$ cat src/rtl/kgp_minirisc_ctrl_fsm.sv
// Multi-cycle control FSM for a small RISC core: FETCH/DECODE/EXEC/MEM/WB with HALT and ERR sinks.
// Latency FETCH-to-FETCH 2..5 cycles plus memory waits; requests hold until acked or until the wait counter expires.
module kgp_minirisc_ctrl_fsm #(
    parameter int unsigned TIMEOUT = 15
) (
    input  logic       clk,
    input  logic       rst_n,
    input  logic [5:0] opcode,
    input  logic       branch_taken,
    input  logic       if_ack,
    input  logic       mem_ack,
    output logic       if_req,
    output logic       mem_rd,
    output logic       mem_wr,
    output logic       ir_we,
    output logic       pc_we,
    output logic       pc_src,
    output logic       reg_we,
    output logic       alu_src_imm,
    output logic       wb_sel,
    output logic       shamt_sel,
    output logic       halted,
    output logic       bus_err
);

    typedef enum logic [2:0] {
        S_FETCH, S_DECODE, S_EXEC, S_MEM, S_WB, S_HALT, S_ERR
    } state_t;

    typedef enum logic [2:0] {
        C_NOP, C_R_ALU, C_I_ALU, C_LOAD, C_STORE, C_BRANCH, C_HALTOP
    } cls_t;

    localparam logic [7:0] TIMEOUT_CNT = 8'(TIMEOUT);

    state_t     state, nxt_state;
    cls_t       cls, nxt_cls;
    logic [7:0] wait_cnt, nxt_cnt;
    logic       fetch_ack;
    logic       exec_branch;

    function automatic cls_t decode_op(input logic [5:0] op);
        cls_t c;
        casez (op)
            6'b010000: c = C_R_ALU;
            6'b000???: c = C_I_ALU;
            6'b100000: c = C_LOAD;
            6'b100001: c = C_STORE;
            6'b110???: c = C_BRANCH;
            6'b111111: c = C_HALTOP;
            default:   c = C_NOP;
        endcase
        return c;
    endfunction

    // The instruction fetch only counts once if_req is actually up, so the
    // first cycle after reset release neither accepts an ack nor ages the counter.
    assign fetch_ack   = (state == S_FETCH) && if_req && if_ack;
    assign exec_branch = (state == S_EXEC) && (cls == C_BRANCH) && branch_taken;
    assign ir_we       = fetch_ack;
    assign pc_we       = fetch_ack || exec_branch;
    assign pc_src      = exec_branch;

    always_comb begin
        nxt_state = state;
        nxt_cls   = cls;
        nxt_cnt   = wait_cnt;
        case (state)
            S_FETCH: begin
                if (if_req) begin
                    if (if_ack)                       nxt_state = S_DECODE;
                    else if (wait_cnt == TIMEOUT_CNT) nxt_state = S_ERR;
                    else                              nxt_cnt   = wait_cnt + 8'd1;
                end
            end
            S_DECODE: begin
                nxt_cls = decode_op(opcode);
                case (nxt_cls)
                    C_R_ALU, C_I_ALU, C_LOAD, C_STORE, C_BRANCH: nxt_state = S_EXEC;
                    C_HALTOP:                                    nxt_state = S_HALT;
                    default:                                     nxt_state = S_FETCH;
                endcase
            end
            S_EXEC: begin
                case (cls)
                    C_R_ALU, C_I_ALU: nxt_state = S_WB;
                    C_LOAD, C_STORE:  nxt_state = S_MEM;
                    default:          nxt_state = S_FETCH;
                endcase
            end
            S_MEM: begin
                if (mem_ack)                      nxt_state = (cls == C_LOAD) ? S_WB : S_FETCH;
                else if (wait_cnt == TIMEOUT_CNT) nxt_state = S_ERR;
                else                              nxt_cnt   = wait_cnt + 8'd1;
            end
            S_WB:    nxt_state = S_FETCH;
            default: nxt_state = state;
        endcase
        // Every state change restarts the wait window for the state being entered.
        if (nxt_state != state) nxt_cnt = 8'd0;
    end

    // Moore outputs are registered from the next state so they line up with it.
    always_ff @(posedge clk or negedge rst_n) begin
        if (!rst_n) begin
            state       <= S_FETCH;
            cls         <= C_NOP;
            wait_cnt    <= 8'd0;
            if_req      <= 1'b0;
            mem_rd      <= 1'b0;
            mem_wr      <= 1'b0;
            reg_we      <= 1'b0;
            alu_src_imm <= 1'b0;
            wb_sel      <= 1'b0;
            shamt_sel   <= 1'b0;
            halted      <= 1'b0;
            bus_err     <= 1'b0;
        end else begin
            state       <= nxt_state;
            cls         <= nxt_cls;
            wait_cnt    <= nxt_cnt;
            if_req      <= (nxt_state == S_FETCH);
            mem_rd      <= (nxt_state == S_MEM) && (nxt_cls == C_LOAD);
            mem_wr      <= (nxt_state == S_MEM) && (nxt_cls == C_STORE);
            reg_we      <= (nxt_state == S_WB);
            wb_sel      <= (nxt_state == S_WB) && (nxt_cls == C_LOAD);
            alu_src_imm <= (nxt_state == S_EXEC) &&
                           (nxt_cls inside {C_I_ALU, C_LOAD, C_STORE, C_BRANCH});
            shamt_sel   <= (nxt_state == S_EXEC) && (nxt_cls == C_R_ALU);
            halted      <= (nxt_state == S_HALT);
            bus_err     <= (nxt_state == S_ERR);
        end
    end

endmodule

$ cat config.mk
export PLATFORM = sky130hd
export DESIGN_NAME = kgp_minirisc_ctrl_fsm
export DESIGN_NICKNAME = d
export VERILOG_FILES = /design/src/rtl/kgp_minirisc_ctrl_fsm.sv
export SDC_FILE = /design/constraint.sdc
export NUM_CORES = 1
export LEC_CHECK = 0
export CORE_MARGIN = 5
export CORE_UTILIZATION = 60
export CTS_CLUSTER_DIAMETER = 60
export DETAILED_ROUTE_END_ITERATION = 7
export DONT_BUFFER_PORTS = 1
export GPL_ROUTABILITY_DRIVEN = 0
export PLACE_DENSITY_LB_ADDON = 0.3
export SETUP_SLACK_MARGIN = 0.4
export SLEW_MARGIN = 10
export SYNTH_ARGS = -nofsm -noshare
export SYNTH_HDL_FRONTEND = slang
export SYNTH_SLANG_ARGS = --single-unit
$ cat constraint.sdc
create_clock -name clk -period 6.4 [get_ports clk]
set_clock_uncertainty 0.1 [all_clocks]
set_input_delay 1.28 -clock clk [delete_from_list [all_inputs] [get_ports clk]]
set_output_delay 1.28 -clock clk [all_outputs]
set_load 0.1 [all_outputs]
==> impl_results.md <==
- H-tree Lvls: 1
- Setup crit start kind: flip-flop
- Met1 wire length: about 1400 um
- CP Data Arrival Time: approximately 3.0 ns
- Hold path start: cls[2]$_DFF_PN0_
- Minimum clock period: 4.354 ns
- Die width: ~59 um
- Number of synthesized flops with an enable pin: 0
- Area of the die: between 3000 and 4000 sq um
- Relative slew slack: around a quarter
- Root Driver: clkbuf_4
- Max clock buf depth: 2
- 1st-iter DRT viols: 34
- Maximum fanout along the worst path: 4
- Syn Area/Cell: approximately 10 sq um
- Drt total wl: between 3000 and 4000 um
- Critical R2R Launch: if_req$_DFF_PN0_
- Drt wl/cell: ~18 um
- R2r setup slk: 3.37 ns
- Crit end category: output pin
- Pre-CTS WS: roughly 2.2 ns
- Vias in the first global route: 1167
- Final ANT Viol Nets: 0
- CTS buffer count: 3
- Post-synthesis cell count: ~150
- Core Area: ~2300 sq um
- Met3 wire length: 189 um
- Max Slew Vio Count: 0
- Via density: 6.743
- YS warnings: 0
- Critical-path cell list: and4b_1 -> or2_2
- Critical path's slowest cell: and4b_1
- Synth Net Count: 158
- PwrDens: 457.4 nW/um^2
- Hold depth: 1
- FF-to-FF path depth: 4
- Worst-Skew Late Latency: about 0.32 ns
- Non-Filler Instances: around 180
- TritonRoute pass-1 iters: 4
- # rows: 17
- Share of the yosys chip area belonging to registers: approximately 40%
- Slew @ Worst Pin: ~1.1 ns
- Setup CP Type: flip-flop to output pin
- Crit share post-route: slightly below 70%
- Fmax: around 0.23 GHz
- DR DRC count: 0
- Dpl cells: about 170
- Largest net degree at the start of global routing: 24
- I/O pins: 23
- Initial antenna violation count: 0
- RSZ-0062 raised after global routing: no
- Remaining global-route overflow: 0
- # clock sinks: 23
- Highest Signal Layer: met4
- Number of distinct library cells after synthesis: 54
- Clock Pin Slew Worst Setup and Hold Paths: 0.13 ns
- Setup ws final: 2.046 ns
- CTS Hold Bufs: 0
- Ys flop type: dfrtp_1
- Status: complete, no violations
- Max_cap viols: 0
- GRT Total Usage: 20.17%
- WHS Endpoint: wb_sel$_DFF_PN0_
- Synth async-reset ratio: between 90% and 100%
- Port Buffers: 0
- Finished Cell Area: 1498 sq um
- First-pass GRT wire length: between 5000 and 6000 um
- Crit path required time: about 5.0 ns
- Number of diodes: 0
- Layout cell share with drive strength beyond 1: 14.97%
- Nets@finish: between 150 and 200
- Area after DPL: approximately 1500 sq um
- Core Util, Final: approximately 66%
- Final setup viols: 0
- VDD IR max: between 0.3 and 0.4 mV
- Starting Density: between 60% and 70%
- CTS tree: yes
- Hold_ws: ~0.47 ns
- Hold Vio Cnt, Final: 0
- Die Y-Extent: a little under 60 um
- DP HPWL: 2397 um
- Static Leak: roughly 0.61 nW
- PostCTS Resize Cnt: 0
- Reg2reg end: mem_rd$_DFF_PN0_
- Via Count: between 1000 and 1500
- Tot Pwr: 0.6851 mW
- Setup TNS: 0 ns
- Hold WC Path Type: flip-flop to flip-flop
- Post-CTS setup buffers: 0
- Met2 WL: 1462 um
- Mapped Area: about 1400 sq um
- Slowest Stage Delay on Critical Path: 1.09 ns
- Layout area overhead: 4.359%
- Flop and latch count out of synthesis: 23
Yosys cell counts, types with 2 or more instances:
cell | count | area share (%)
o31ai_1 | 2 | 1.0
nand3b_1 | 5 | 2.6
xor2_1 | 3 | 1.8
clkbuf_1 | 3 | 0.78
nor2b_1 | 3 | 1.3
nand2_1 | 7 | 1.8
nor3_1 | 4 | 1.4
or2_2 | 2 | 0.87
xnor2_1 | 5 | 3.1
a31o_2 | 2 | 1.2
mux2i_1 | 3 | 2.1
and2_1 | 3 | 1.3
a31oi_1 | 3 | 1.3
a22oi_1 | 2 | 1.0
nand2b_1 | 2 | 0.87
nand3_1 | 5 | 1.7
nor3b_1 | 5 | 2.6
o21ai_0 | 6 | 2.1
and3_1 | 2 | 0.87
a21oi_1 | 4 | 1.4
nor2_1 | 10 | 2.6
nor3b_2 | 2 | 1.7
a221oi_2 | 2 | 2.1
nor4b_1 | 2 | 1.2
nand4_1 | 2 | 0.87
or3b_2 | 2 | 1.2
inv_1 | 5 | 1.3
nor4_1 | 2 | 0.87
dfrtp_1 | 23 | 40
layer usage:
| layer | global-route usage [%] | up-vias |
|---|---|---|
| met4 | 10.03 | 0 |
| met5 | 0 | - |
| li1 | - | 559 |
| met1 | 25.24 | 572 |
| met3 | 5.044 | 10 |
| met2 | 32.18 | 39 |
cell type report:
cell class                      count  area [sq um]
Sequential cell                    23         575.6
Tap cell                           28         35.03
Clock inverter                      1         5.005
Clock buffer                        3         22.52
Fill cell                         188         757.0
Timing Repair Buffer                1         7.507
Inverter                            5         18.77
Multi-Input combinational cell    114         833.3
critical path, delay by kind of cell, from the launching register on:
kind | cells | cell delay, ns
simple gates | 2 | 1.69
flops | 1 | 0.97
flip-flops by register name, indices dropped and copies added (netlist names):
register and cells:
cls 3, if_req 1, alu_src_imm 1, wait_cnt 8, state 3, mem_rd 1
bus_err 1, reg_we 1, halted 1, mem_wr 1, wb_sel 1, shamt_sel 1
cell usage in the layout (no fill, tap or decap), types with 3 or more instances in the layout:
cell type	n
nor2b_1	3
nor2_1	10
a31oi_1	3
xnor2_1	5
dfrtp_1	23
nor3_1	4
mux2i_1	3
clkbuf_4	3
o21ai_0	6
nand2_1	7
nor3b_1	5
a21oi_1	4
nand3b_1	5
and2_1	3
xor2_1	3
nand3_1	5
inv_1	5
power breakdown:
group | switching, mW | internal, mW | leakage, nW
Sequential | 0.112 | 0.172 | 0.311
Clock | 0.0452 | 0.0234 | 0.0177
Combinational | 0.210 | 0.122 | 0.285
cells by family (layout without fill, tap and decap cells):
kind of cell / Yosys count / count (layout) / share of synthesized area, %
compound gates: 37 / 37 / 20.23
xor+xnor: 8 / 8 / 4.882
fa+ha+maj: 1 / 1 / 0.8717
buf+inv: 9 / 10 / 2.877
flops: 23 / 23 / 40.10
mux: 3 / 3 / 2.092
simple gates: 65 / 65 / 28.95
worst max-delay path by stage:
| stage | start | end | slack (ns) | depth (start not counted) |
|---|---|---|---|---|
| floorplan | branch_taken | pc_we | 1.26 | 3 |
| global placement | if_ack | pc_we | 2.21 | 2 |
| detailed placement | if_ack | pc_we | 2.20 | 2 |
| CTS | if_req$_DFF_PN0_ | pc_we | 2.03 | 2 |
| global route | if_req$_DFF_PN0_ | pc_we | 1.97 | 2 |
| finish | if_req$_DFF_PN0_ | pc_we | 2.05 | 2 |
No activity file was read; power rests on OpenSTA's default activity.
